===== src/rtl/mem_arb_pkg.sv =====
// ---------------------------------------------------------------------------
// mem_arb_pkg
// Shared types and defaults for the memory port arbiter slice.
//   arb_state_e  : arbiter FSM states (IDLE, WR_OWN, RD_OWN)
//   owner_e      : requester identity, used for the round-robin pointer
//   MAX_BEATS_DEF: beats an owner may hold the port without presenting last
//   RD_LATENCY   : cycles from a read grant to returned read data
// ---------------------------------------------------------------------------
package mem_arb_pkg;

    typedef enum logic [1:0] {
        IDLE   = 2'd0,
        WR_OWN = 2'd1,
        RD_OWN = 2'd2
    } arb_state_e;

    typedef enum logic {
        WR = 1'b0,
        RD = 1'b1
    } owner_e;

    localparam int MAX_BEATS_DEF = 256;
    localparam int RD_LATENCY    = 2;

    // The requester that is not 'o'; the pointer always lands here on release.
    function automatic owner_e other_owner(input owner_e o);
        return (o == WR) ? RD : WR;
    endfunction

endpackage


===== src/rtl/mem_arb_rd_pipe.sv =====
// ---------------------------------------------------------------------------
// mem_arb_rd_pipe
// Fixed-latency valid delay line for read returns. An asynchronous clear
// drops every in-flight read so nothing surfaces after reset.
//   clk       : clock, rising edge
//   rst_n     : asynchronous active-low clear
//   in_valid  : read beat transferred this cycle
//   out_valid : in_valid delayed by LATENCY cycles
// ---------------------------------------------------------------------------
module mem_arb_rd_pipe
    import mem_arb_pkg::*;
#(
    parameter int LATENCY = RD_LATENCY
) (
    input  logic clk,
    input  logic rst_n,
    input  logic in_valid,
    output logic out_valid
);

    logic [LATENCY-1:0] pipe_q;
    logic [LATENCY-1:0] pipe_d;

    always_comb begin
        pipe_d    = pipe_q << 1;
        pipe_d[0] = in_valid;
    end

    always_ff @(posedge clk or negedge rst_n) begin
        if (!rst_n) begin
            pipe_q <= '0;
        end else begin
            pipe_q <= pipe_d;
        end
    end

    assign out_valid = pipe_q[LATENCY-1];

endmodule


===== src/rtl/mem_port_arbiter.sv =====
// ---------------------------------------------------------------------------
// mem_port_arbiter
// Burst-locked round-robin arbiter sharing a single-port memory between the
// write-data engine and the read-data engine.
//   ACLK, ARESETn            : clock / asynchronous active-low reset
//   wr_req/wr_last/wr_addr/wr_data : write engine beat request
//   rd_req/rd_last/rd_addr   : read engine beat request
//   wr_gnt / rd_gnt          : beat accepted this cycle (req & gnt)
//   rd_data / rd_dvalid      : read return, aligned to memory latency
//   arb_err                  : one-cycle pulse after a forced release
//   mem_en/mem_we/mem_addr/mem_wdata : registered memory command bus
//   mem_rdata                : memory read data, one cycle after read enable
// ---------------------------------------------------------------------------
module mem_port_arbiter
    import mem_arb_pkg::*;
#(
    parameter  int DATA_WIDTH = 32,
    parameter  int DEPTH      = 1024,
    parameter  int MAX_BEATS  = MAX_BEATS_DEF,
    localparam int ADDR_W     = $clog2(DEPTH)
) (
    input  logic                  ACLK,
    input  logic                  ARESETn,
    input  logic                  wr_req,
    input  logic                  wr_last,
    input  logic [ADDR_W-1:0]     wr_addr,
    input  logic [DATA_WIDTH-1:0] wr_data,
    input  logic                  rd_req,
    input  logic                  rd_last,
    input  logic [ADDR_W-1:0]     rd_addr,
    output logic                  wr_gnt,
    output logic                  rd_gnt,
    output logic [DATA_WIDTH-1:0] rd_data,
    output logic                  rd_dvalid,
    output logic                  arb_err,
    output logic                  mem_en,
    output logic                  mem_we,
    output logic [ADDR_W-1:0]     mem_addr,
    output logic [DATA_WIDTH-1:0] mem_wdata,
    input  logic [DATA_WIDTH-1:0] mem_rdata
);

    localparam int               CNT_W    = $clog2(MAX_BEATS + 1);
    localparam logic [CNT_W-1:0] LAST_CNT = CNT_W'(MAX_BEATS - 1);

    arb_state_e            state_q, state_d;
    owner_e                ptr_q, ptr_d;
    logic [CNT_W-1:0]      cnt_q, cnt_d;
    logic                  arb_err_q, arb_err_d;
    logic                  mem_en_q, mem_en_d;
    logic                  mem_we_q, mem_we_d;
    logic [ADDR_W-1:0]     mem_addr_q, mem_addr_d;
    logic [DATA_WIDTH-1:0] mem_wdata_q, mem_wdata_d;

    logic                  wr_gnt_c, rd_gnt_c;
    logic                  xfer;
    owner_e                owner;
    logic                  beat_last;
    logic [ADDR_W-1:0]     beat_addr;

    // Grants are a pure function of ownership: the owner sees gnt = req,
    // the other side is locked out until the burst ends.
    always_comb begin
        wr_gnt_c = 1'b0;
        rd_gnt_c = 1'b0;
        case (state_q)
            WR_OWN:  wr_gnt_c = wr_req;
            RD_OWN:  rd_gnt_c = rd_req;
            default: ;
        endcase
    end

    assign xfer      = wr_gnt_c | rd_gnt_c;
    assign owner     = (state_q == RD_OWN) ? RD : WR;
    assign beat_last = rd_gnt_c ? rd_last : wr_last;
    assign beat_addr = rd_gnt_c ? rd_addr : wr_addr;

    // Arbitration and burst tracking. A release (last, or the MAX_BEATS-th
    // beat without last) always returns to IDLE and hands priority to the
    // other requester; the forced case additionally raises arb_err.
    always_comb begin
        state_d   = state_q;
        ptr_d     = ptr_q;
        cnt_d     = cnt_q;
        arb_err_d = 1'b0;
        case (state_q)
            IDLE: begin
                if (wr_req && (!rd_req || ptr_q == WR)) begin
                    state_d = WR_OWN;
                    cnt_d   = '0;
                end else if (rd_req) begin
                    state_d = RD_OWN;
                    cnt_d   = '0;
                end
            end
            WR_OWN, RD_OWN: begin
                if (xfer) begin
                    cnt_d = cnt_q + 1'b1;
                    if (beat_last) begin
                        state_d = IDLE;
                        ptr_d   = other_owner(owner);
                    end else if (cnt_q == LAST_CNT) begin
                        state_d   = IDLE;
                        ptr_d     = other_owner(owner);
                        arb_err_d = 1'b1;
                    end
                end
            end
            default: state_d = IDLE;
        endcase
    end

    // Memory command bus: a transfer is issued on the next cycle; idle cycles
    // deassert the strobes but keep address and write data stable.
    always_comb begin
        mem_en_d    = xfer;
        mem_we_d    = wr_gnt_c;
        mem_addr_d  = xfer ? beat_addr : mem_addr_q;
        mem_wdata_d = wr_gnt_c ? wr_data : mem_wdata_q;
    end

    always_ff @(posedge ACLK or negedge ARESETn) begin
        if (!ARESETn) begin
            state_q     <= IDLE;
            ptr_q       <= WR;
            cnt_q       <= '0;
            arb_err_q   <= 1'b0;
            mem_en_q    <= 1'b0;
            mem_we_q    <= 1'b0;
            mem_addr_q  <= '0;
            mem_wdata_q <= '0;
        end else begin
            state_q     <= state_d;
            ptr_q       <= ptr_d;
            cnt_q       <= cnt_d;
            arb_err_q   <= arb_err_d;
            mem_en_q    <= mem_en_d;
            mem_we_q    <= mem_we_d;
            mem_addr_q  <= mem_addr_d;
            mem_wdata_q <= mem_wdata_d;
        end
    end

    // Stage 1 of this delay coincides with mem_en & ~mem_we on the bus;
    // stage 2 lines up with the memory's registered read data.
    mem_arb_rd_pipe #(
        .LATENCY (RD_LATENCY)
    ) u_rd_pipe (
        .clk       (ACLK),
        .rst_n     (ARESETn),
        .in_valid  (rd_req & rd_gnt_c),
        .out_valid (rd_dvalid)
    );

    assign wr_gnt    = wr_gnt_c;
    assign rd_gnt    = rd_gnt_c;
    assign rd_data   = mem_rdata;
    assign arb_err   = arb_err_q;
    assign mem_en    = mem_en_q;
    assign mem_we    = mem_we_q;
    assign mem_addr  = mem_addr_q;
    assign mem_wdata = mem_wdata_q;

endmodule


===== config.mk =====
export PLATFORM = sky130hd
export DESIGN_NAME = mem_port_arbiter
export DESIGN_NICKNAME = d
export VERILOG_FILES = /design/src/rtl/mem_arb_pkg.sv /design/src/rtl/mem_arb_rd_pipe.sv /design/src/rtl/mem_port_arbiter.sv
export SDC_FILE = /design/constraint.sdc
export NUM_CORES = 1
export LEC_CHECK = 0
export CORE_ASPECT_RATIO = 0.5
export CORE_MARGIN = 2
export CORE_UTILIZATION = 35
export DETAILED_ROUTE_END_ITERATION = 8
export PLACE_DENSITY = 0.77
export SETUP_SLACK_MARGIN = 0.15
export SYNTH_ARGS = -nofsm -noshare
export SYNTH_HDL_FRONTEND = slang
export SYNTH_HIERARCHICAL = 1
export SYNTH_SLANG_ARGS = --single-unit

===== constraint.sdc =====
create_clock -name ACLK -period 2.45 [get_ports ACLK]
set_clock_uncertainty 0.05 [all_clocks]
set_input_delay 0.245 -clock ACLK [delete_from_list [all_inputs] [get_ports ACLK]]
set_output_delay 0.245 -clock ACLK [all_outputs]
set_load 0.03 [all_outputs]

# After elaboration in Yosys (flattened, before gate mapping)
# Cells that the tools add are included.
# word_totals
wordCells	51
output_inout_bits	80
inputBits	90
ff_bits	59
# classes
eq_ne	6
n_reduce_logical	10
mux	22
n_bitwise	3
n_addsub	1
# op_table
op	count
two-way mux 9 bit	3
case mux 9 bit (2 select lines)	1
two-way mux 1 bit	11
two-way mux 10 bit	1
two-way mux 2 bit	5
adder 9 x 1 -> 9 bit (second input constant)	1
equality test 9 x 8 -> 1 bit (second input constant)	1
AND reduction 3 bit	3
inequality test 3 bit (second input constant)	2
case mux 2 bit (2 select lines)	1
nonzero test 2 bit	2
equality test 2 x 1 -> 1 bit (second input constant)	1
equality test 2 bit (second input constant)	1
logical NOT 2 bit	1
inequality test 2 bit (second input constant)	1
OR reduction 2 bit	1
bitwise AND 1 bit	1
logical AND 1 bit	1
logical NOT 1 bit	1
logical OR 1 bit	1
inverter 1 bit	1
bitwise OR 1 bit	1

# Logic depth before layout (Yosys ltp)
# Gate-level depths: netlist (run 1).
# logic_depth
depth_word	6
ltp_mapped	8
depth_no_buf	8

# Cells and area by module
# The synthesis (run 1) kept the hierarchy.
# by_module_without_submodules
module	cells_each	n_inst	area_each_um2	seq_area_each_um2
mem_port_arbiter	228	1	2705.1	1426.4
mem_arb_rd_pipe	2	1	50.0	50.0

# Worst setup path before layout (run 1)
# No wires, ideal clock.
# synth_path
path_type	register to register
from	register cnt_q[0]
to	register state_q[0]
slack_ps	627
period_less_slack_ps	1823
t_arrival_ps	1649
t_required_ps	2276
path_stages_with_launch	9
path_cell_list	dfrtp_1 ha_1 nand3_1 nor2_1 and3_1 ha_1 a211o_1 a21o_1 mux2i_1
# synth_via
elab_chain_cells	3
# synth_lines
element	line	text
start: declaration	mem_port_arbiter.sv:48	logic [CNT_W-1:0] cnt_q, cnt_d;
start signal: assignment	mem_port_arbiter.sv:135	cnt_q <= cnt_d;
equality test 9 x 8 -> 1 bit	mem_port_arbiter.sv:102	end else if (cnt_q == LAST_CNT) begin
inequality test 3 bit (no source line)	-	
AND reduction 3 bit (no source line)	-	
end signal: assignment	mem_port_arbiter.sv:133	state_q <= state_d;
end: declaration	mem_port_arbiter.sv:46	arb_state_e state_q, state_d;
# Every way passes these cells.
# A chain may end at the register's enable or synchronous reset.

# Worst setup path in the final report (run 1)
# layout_path
from	register state_q[0]
to	register cnt_q[5]
# layout_via
elab_chain_cells	5
elab_cells_between_ends	12
# layout_lines
element	line	text
equality test 2 x 1 -> 1 bit / equality test 2 bit (equally long branches)	mem_port_arbiter.sv:66, mem_port_arbiter.sv:86	
two-way mux 1 bit	mem_port_arbiter.sv:66	case (state_q)
bitwise OR 1 bit	mem_port_arbiter.sv:73	assign xfer = wr_gnt_c | rd_gnt_c;
inequality test 2 bit (no source line)	-	
AND reduction 3 bit (no source line)	-	
# Several ways; a longest one is shown, not always the timed one.

==> out/qor.yml, run 1 <==
status:
  status: "complete, no violations"
place:
  io_buffers: 105
  gp_congestion: 0.754
  placed_area_sq_mm: 0.00369
  place_hpwl_mm: 4.58
sta:
  tns_ns: 0
  hold_viol: 0
  slew_headroom_pct: 34.7
  drv_slew: 0
  final.min_clock_period_ns: 1.99
  period_share_pct: 81.3
  fmax_mhz: 502
  setup_viol: 0
  worstMarginPinSlew_ns: 0.980
  grt_setup_unrepaired: "false"
clock_tree:
  cts.sinks: 59
  cts_setup_buffers: 0
  cts_buffers: 9
  cts_tree: "yes"
  cts_root_buffer: "clkbuf_16"
  htreeDepth: 3
  clk_path_buf_depth: 2
  clock_latency_ns: 0.31
  clkSlewWorstSetupHoldPaths_ns: 0.05
critical_path:
  slowest_stage: "ha_1"
  crit_fanout: 16
  cp-start-kind: "flop"
  max_stage_delay_ns: 0.51
  cp_cell_sequence: "inv_1 -> ha_1 -> nor2b_1 -> a22oi_4 -> or3_1 -> a21boi_1"
  cp_data_required_time_ns: 2.64
  crit_type: "flop to flop"
  arrival_ns: 2.18
  cp-end-kind: "flop"
detailed_routing:
  drtIter0Drc: 126
  drt_pass1_iterations: 4
  wl_per_cell_microns: 14.4
  num_vias: 1977
  antenna_left: 0
  via_per_inst: 4.67
  routed_wl_mm: 6.07
  drcViolationCount: 0
die:
  coreArea_sq_mm: 0.00749
  die_x_microns: 129
  fp-row-count: 22
  initial_utilization_pct: 36.8
  die_area_sq_mm: 0.00864
  ios: 170
  die_h_microns: 66.7
synthesis:
  yosysWarnings: 6
  ys_types: 36
  ys_ff_latch: 59
  synthAdderAreaFrac_pct: 2.27
  synth.avg_cell_area_sq_um: 12.0
  synth.yosys.seq_area_share_pct: 53.6
  synth_top_family_by_area: "multiplexers"
  synth_top_area_share_pct: 53.6
  yosys.area_share.simple_pct: 7.58
  synth_top_cell_by_area: "dfrtp_1"
  syn_area_sq_mm: 0.00276
  synthTopCellsByArea: "dfrtp_1 54%, mux2_1 11%, buf_4 8.7%, mux2i_1 4.7%, ha_1 2.3%"
  synth-xor-area-share_pct: 0
  muxShareOfSynthArea_pct: 17.8
  syn_inst: 230
  synth_compound_area_share_pct: 7.67
  syn-num-nets: 325
pwr:
  power_w: 0.00533
  p_leak_nw: 1.78
  power_density_mw_per_mm2: 1340
  vdd_ir_drop_max_mv: 0.420
finish:
  fin_nets: 405
  drive_above_1_share_pct: 8.89
  n_antenna_cell: 0
  final_area_sq_mm: 0.00397
  area_growth_syn_to_layout_pct: 44.1
job:
  cap_violations: 0
grt:
  grt_pass1_vias: 2050
  antenna_found_initial: 0
  grt_max_degree: 46
  grtUsageTotal_pct: 15.1
  gr-total-overflow: 0
  grt_pass1_wl_mm: 9.89
hold_path:
  holdCritPathClass: "input pin to asynchronous set/reset pin"
-- cells in the mapped netlist --
| cell type | number |
|---|---|
| dfrtp_1 | 59 |
| buf_4 | 32 |
| mux2_1 | 27 |
| nand2_1 | 16 |
| mux2i_1 | 13 |
| a21oi_1 | 12 |
| nor2_1 | 12 |
| and3_1 | 5 |
| ha_1 | 5 |
| inv_1 | 5 |
| mux2_2 | 5 |
| buf_2 | 4 |
| nand3_1 | 4 |
| clkbuf_1 | 3 |
| o21ai_1 | 3 |
| a22o_1 | 2 |
| a31oi_1 | 2 |
| nand4b_1 | 2 |
| o211ai_1 | 2 |
| a211o_1 | 1 |
| a21boi_1 | 1 |
| a21o_1 | 1 |
| a22oi_4 | 1 |
| a32o_1 | 1 |
| and4b_1 | 1 |
| buf_6 | 1 |
| inv_2 | 1 |
| nand2_2 | 1 |
| nor2b_1 | 1 |
| o21a_1 | 1 |
| o21ai_0 | 1 |
| o22ai_1 | 1 |
| o311ai_1 | 1 |
| o41ai_1 | 1 |
| or2_2 | 1 |
| or3_1 | 1 |
-- critical path, delay by kind of cell, from the launching register on --
family | cells | cell delay, ns
fa+ha+maj | 1 | 0.51
compound gates | 2 | 0.26
buf+inv | 1 | 0.08
flops | 1 | 0.34
simple gates | 2 | 0.67
-- what timing repair did --
item,4_1_cts,5_1_grt
hold buffers,0,0
endpoints found under the setup margin,0,1
resized for setup,0,1
-- path summary, 6_finish.rpt --
path | from | to | slack (ns) | cells after the start
worst max-delay path | state_q[0] | cnt_q[5] | 0.46 | 6
worst min-delay path | ARESETn | mem_wdata[9] | 0.05 | 1
worst min register to register | u_rd_pipe/pipe_q[0] | u_rd_pipe/pipe_q[1] | 0.30 | 0
min in group ACLK | u_rd_pipe/pipe_q[0] | u_rd_pipe/pipe_q[1] | 0.30 | 0
worst max register to register | state_q[0] | cnt_q[5] | 0.46 | 6
max in group asynchronous | ARESETn | mem_wdata[3] | 1.54 | 2
-- registers in the layout, summed over array words and instances, names as in the netlist --
| signal | cells |
|---|---|
| arb_err | 1 |
| cnt_q | 9 |
| mem_addr | 10 |
| mem_en | 1 |
| mem_wdata | 32 |
| mem_we | 1 |
| ptr_q | 1 |
| state_q | 2 |
| u_rd_pipe/pipe_q | 2 |
-- metal layers --
metal / up-vias / wire [microns] / GRT usage, %
met4: 0 / 208 / 8.47
met1: 955 / 2290 / 16.4
met5: - / 0 / 0
li1: 928 / - / -
met2: 52 / 3270 / 26.8
met3: 42 / 304 / 4.66
-- cells in the final DEF, fill, tap and decap left out, types with 2 or more instances in the layout --
master | Yosys | final
clkdlybuf4s50_1 | 0 | 102
dfrtp_1 | 59 | 59
mux2_1 | 27 | 27
nand2_1 | 16 | 16
mux2i_1 | 13 | 13
nor2_1 | 12 | 12
a21oi_1 | 12 | 12
clkbuf_16 | 0 | 9
and3_1 | 5 | 5
inv_1 | 5 | 5
mux2_2 | 5 | 5
ha_1 | 5 | 5
nand3_1 | 4 | 4
buf_4 | 32 | 4
o21ai_1 | 3 | 3
clkbuf_1 | 3 | 3
a22o_1 | 2 | 2
nand4b_1 | 2 | 2
o211ai_1 | 2 | 2
a31oi_1 | 2 | 2
clkinv_2 | 0 | 2
clkbuf_8 | 0 | 2
-- stage by stage --
stage / utilization (%) / cells / hold slack (ns) / setup WS [ns]
2_1_floorplan: - / 230 / -0.101 / 0.627
3_3_place_gp: 49.3 / 407 / 0.284 / 0.443
3_5_place_dp: 49.3 / 407 / 0.290 / 0.422
4_1_cts: 53.0 / 423 / 0.0794 / 0.240
5_1_grt: 53.0 / 423 / 0.122 / 0.258
6_report: 53.0 / 423 / 0.0469 / 0.459
-- report_power, final --
group	switching, W	internal, W
Combinational	0.00142	0.00114
Sequential	0.000233	0.00142
Clock	0.000378	0.000734
Total	0.00203	0.00329
-- cell type report --
| cell class | count | area, sq um |
|---|---|---|
| Clock inverter | 2 | 10.0 |
| Tap cell | 108 | 135 |
| Inverter | 6 | 22.5 |
| Clock buffer | 14 | 264 |
| Sequential cell | 59 | 1480 |
| Timing Repair Buffer | 109 | 1090 |
| Fill cell | 657 | 3520 |
| Multi-Input combinational cell | 125 | 973 |
-- cell families (layout without fill, tap and decap cells) --
logic type                 Yosys count  count (layout)
AOI/OAI and AO/OA                   31              31
muxes                               45              45
and+or+nand+nor                     44              44
adders and majority gates            5               5
DFF                                 59              59
buffers and inverters               46             131
Note: power is estimated with default switching activity, not from simulation.
==> run 2: changes to the inputs <==
==> constraint.sdc (replaced) <==
create_clock -name ACLK -period 1.9 [get_ports ACLK]
set_clock_uncertainty 0.05 [all_clocks]
set_input_delay 0.19 -clock ACLK [delete_from_list [all_inputs] [get_ports ACLK]]
set_output_delay 0.19 -clock ACLK [all_outputs]
set_load 0.03 [all_outputs]
==> run 2 against run 1 <==
Compared with the run above:
- setup slack got worse by 0.32 ns
- sequential cell count did not move
- register-to-register slack lost 0.32 ns
- critical path depth up 2
- via count up 4.6%
- cell area grew 3.3%
- die area unchanged
- power grew 31%
- utilization rose by 1.7 points
- non-clock buffer count up 11
- first-iteration DRC count up 62%
- sequential share of layout area down 1.2 points
- largest cell class unchanged
- largest power group unchanged
==> out/qor.yml, run 2 (synthesis gave the netlist of run 1 again) <==
sta:
  tns_ns: 0  # unchanged
  worstMarginPinSlew_ns: 0.488  # -0.491 ns
  fmax_mhz: 567  # +13%
  drv_slew: 0  # unchanged
  final.min_clock_period_ns: 1.76  # -0.228 ns
  grt_setup_unrepaired: "true"
  whs_ns: 0.299  # +0.252 ns
  hold_viol: 0  # unchanged
  period_share_pct: 92.8  # +12 points
  setup_viol: 0  # unchanged
  slew_headroom_pct: 67.4  # +33 points
  layout_setup_ws_ns: 0.136  # -0.322 ns
critical_path:
  cp-start-kind: "flop"
  worstRegToRegCells: 8  # +2
  reg2reg_slack_ns: 0.14  # -0.32 ns
  crit_type: "flop to flop"
  cp-end-kind: "flop"
  arrival_ns: 1.94  # -0.24 ns
  cp_data_required_time_ns: 2.08  # -0.56 ns
  crit_fanout: 3  # -13
  r2r_end: "state_q[1]"
  r2r-start: "cnt_q[1]"
finish:
  layoutNonFillerInstCount: 434  # +2.6%
  fin_nets: 416  # +2.7%
  final_common_cell: "clkdlybuf4s50_1"
  largest_reg_flops: 32  # unchanged
  multiInputGateArea_sq_um: 992  # +1.9%
  final_cell_mix: "102 x clkdlybuf4s50_1, 59 x dfrtp_1, 27 x mux2_1"
  fill_cells: 603  # -8.2%
  n_antenna_cell: 0  # unchanged
  area_growth_syn_to_layout_pct: 48.8
  layout.area.seq_sq_mm: 0.00148  # unchanged
  drive_above_1_share_pct: 14.1  # +5.2 points
clock_tree:
  clock_latency_ns: 0.31  # about the same
  cts_tree: "yes"
  clkSlewWorstSetupHoldPaths_ns: 0.05  # about the same
  htreeDepth: 3  # unchanged
  cts_root_buffer: "clkbuf_16"
  cts.sinks: 59  # unchanged
  clk_path_buf_depth: 2  # unchanged
  cts_buffers: 9  # unchanged
pwr:
  power_density_mw_per_mm2: 1710  # +27%
  vdd_ir_drop_max_mv: 0.492  # +17%
  power_w: 0.00700  # +31%
  p_leak_nw: 1.83  # +2.7%
grt:
  grt_pass1_vias: 2073  # +1.1%
  grtUsageTotal_pct: 15.1  # -0.041 points
  gr-total-overflow: 0  # unchanged
  antenna_found_initial: 0  # unchanged
  grt_pass1_wl_mm: 9.91  # +0.14%
  grt_max_degree: 28  # -39%
job:
  cap_violations: 0  # unchanged
hold_path:
  hold_end: "u_rd_pipe/pipe_q[1]"
  holdCritStartpoint: "u_rd_pipe/pipe_q[0]"
  holdCritPathClass: "flop to flop"
  whs_path_depth: 0
die:
  die_h_microns: 66.7  # unchanged
  fp-row-count: 22  # unchanged
  die_x_microns: 129  # unchanged
  ios: 170  # unchanged
  initial_utilization_pct: 36.8  # unchanged
  die_area_sq_mm: 0.00864  # unchanged
  coreArea_sq_mm: 0.00749  # unchanged
detailed_routing:
  antenna_left: 0  # unchanged
  num_vias: 2068  # +4.6%
  drtIter0Drc: 204  # +62%
  drt_pass1_iterations: 4  # unchanged
  routed_wl_mm: 6.27  # +3.3%
  drcViolationCount: 0  # unchanged
  via_per_inst: 4.76  # +2.0%
  wl_per_cell_microns: 14.5  # +0.67%
place:
  gp_congestion: 0.794  # +5.2%
  placedCellCount: 411  # +0.98%
  place_hpwl_mm: 4.69  # +2.5%
  io_buffers: 105  # unchanged
  post-place-ws_ns: 0.0280  # -0.394 ns
status:
  status: "complete, no violations"
run 2: cell types whose count changed in the layout (fill, tap and decap cells not counted), sizes merged:
cell / previous run / this run
dlymetal6s2s: 1 / 0
dlygate4sd3: 0 / 1
buf: 6 / 17
run 2: critical path: stages, from the launching register on:
cell	delay, ns
dfrtp_1	0.39
ha_2	0.19
nand3_2	0.07
nor2_2	0.04
and3_1	0.14
ha_2	0.17
a211o_1	0.25
a21o_1	0.20
mux2i_1	0.17
run 2: timing repair:
item	4_1_cts	5_1_grt
gates resized for setup	5	5
hold buffers	1	0
hold endpoints to repair	19	0
buffers inserted	3	3
endpoints found under the setup margin	5	7
pin swaps	3	2
run 2: worst max path at each step:
stage                  start    endpoint  slack [ns]
floorplan           cnt_q[0]  state_q[0]        0.15
global placement    cnt_q[0]  state_q[1]         0.1
detailed placement  cnt_q[0]  state_q[1]        0.03
CTS                 cnt_q[1]  state_q[1]        0.11
global route        cnt_q[1]  state_q[1]        0.04
finish              cnt_q[1]  state_q[1]        0.14
run 2: layout make-up:
type                    instances  share of cell area, %
clock inverters                 2                  0.244
repair buffers                120                   29.3
flip-flops and latches         59                   36.0
multi-input cells             125                   24.2
clock buffers                  14                   6.44
inverters                       6                  0.549
well taps                     108                   3.30
run 2: where the power goes:
part           total, W  internal, W  switching [W]  leakage, nW
logic           0.00344      0.00156        0.00188        0.973
clock network   0.00143     0.000946       0.000488        0.137
registers       0.00213      0.00182       0.000305        0.719
run 2: routing by layer:
| metal | share of wire (%) | vias to the layer above | GRT usage [%] |
|---|---|---|---|
| li1 | - | 953 | - |
| met1 | 37 | 1025 | 16.3 |
| met2 | 55 | 58 | 27.5 |
| met3 | 5.3 | 32 | 3.78 |
| met4 | 2.3 | 0 | 8.47 |
| met5 | 0 | - | 0 |
run 2: through the flow:
stage | instance area [sq um] | util (%)
2_1_floorplan | 2760 | -
3_3_place_gp | 3740 | 49.9
3_5_place_dp | 3740 | 49.9
4_1_cts | 4060 | 54.3
5_1_grt | 4100 | 54.8
6_report | 4100 | 54.8
==> run 3: changes to the inputs <==
--- a/config.mk
+++ b/config.mk
@@ -5,9 +5,11 @@
 export SDC_FILE = /design/constraint.sdc
 export NUM_CORES = 1
 export LEC_CHECK = 0
+export ABC_CLOCK_PERIOD_IN_PS = 1900
 export CORE_ASPECT_RATIO = 0.5
 export CORE_MARGIN = 2
 export CORE_UTILIZATION = 35
+export CTS_CLUSTER_SIZE = 25
 export DETAILED_ROUTE_END_ITERATION = 8
 export PLACE_DENSITY = 0.77
 export SETUP_SLACK_MARGIN = 0.15
==> results of run 3 <==
Same layout as run 2: the final DEF is identical, and so are final timing and power.
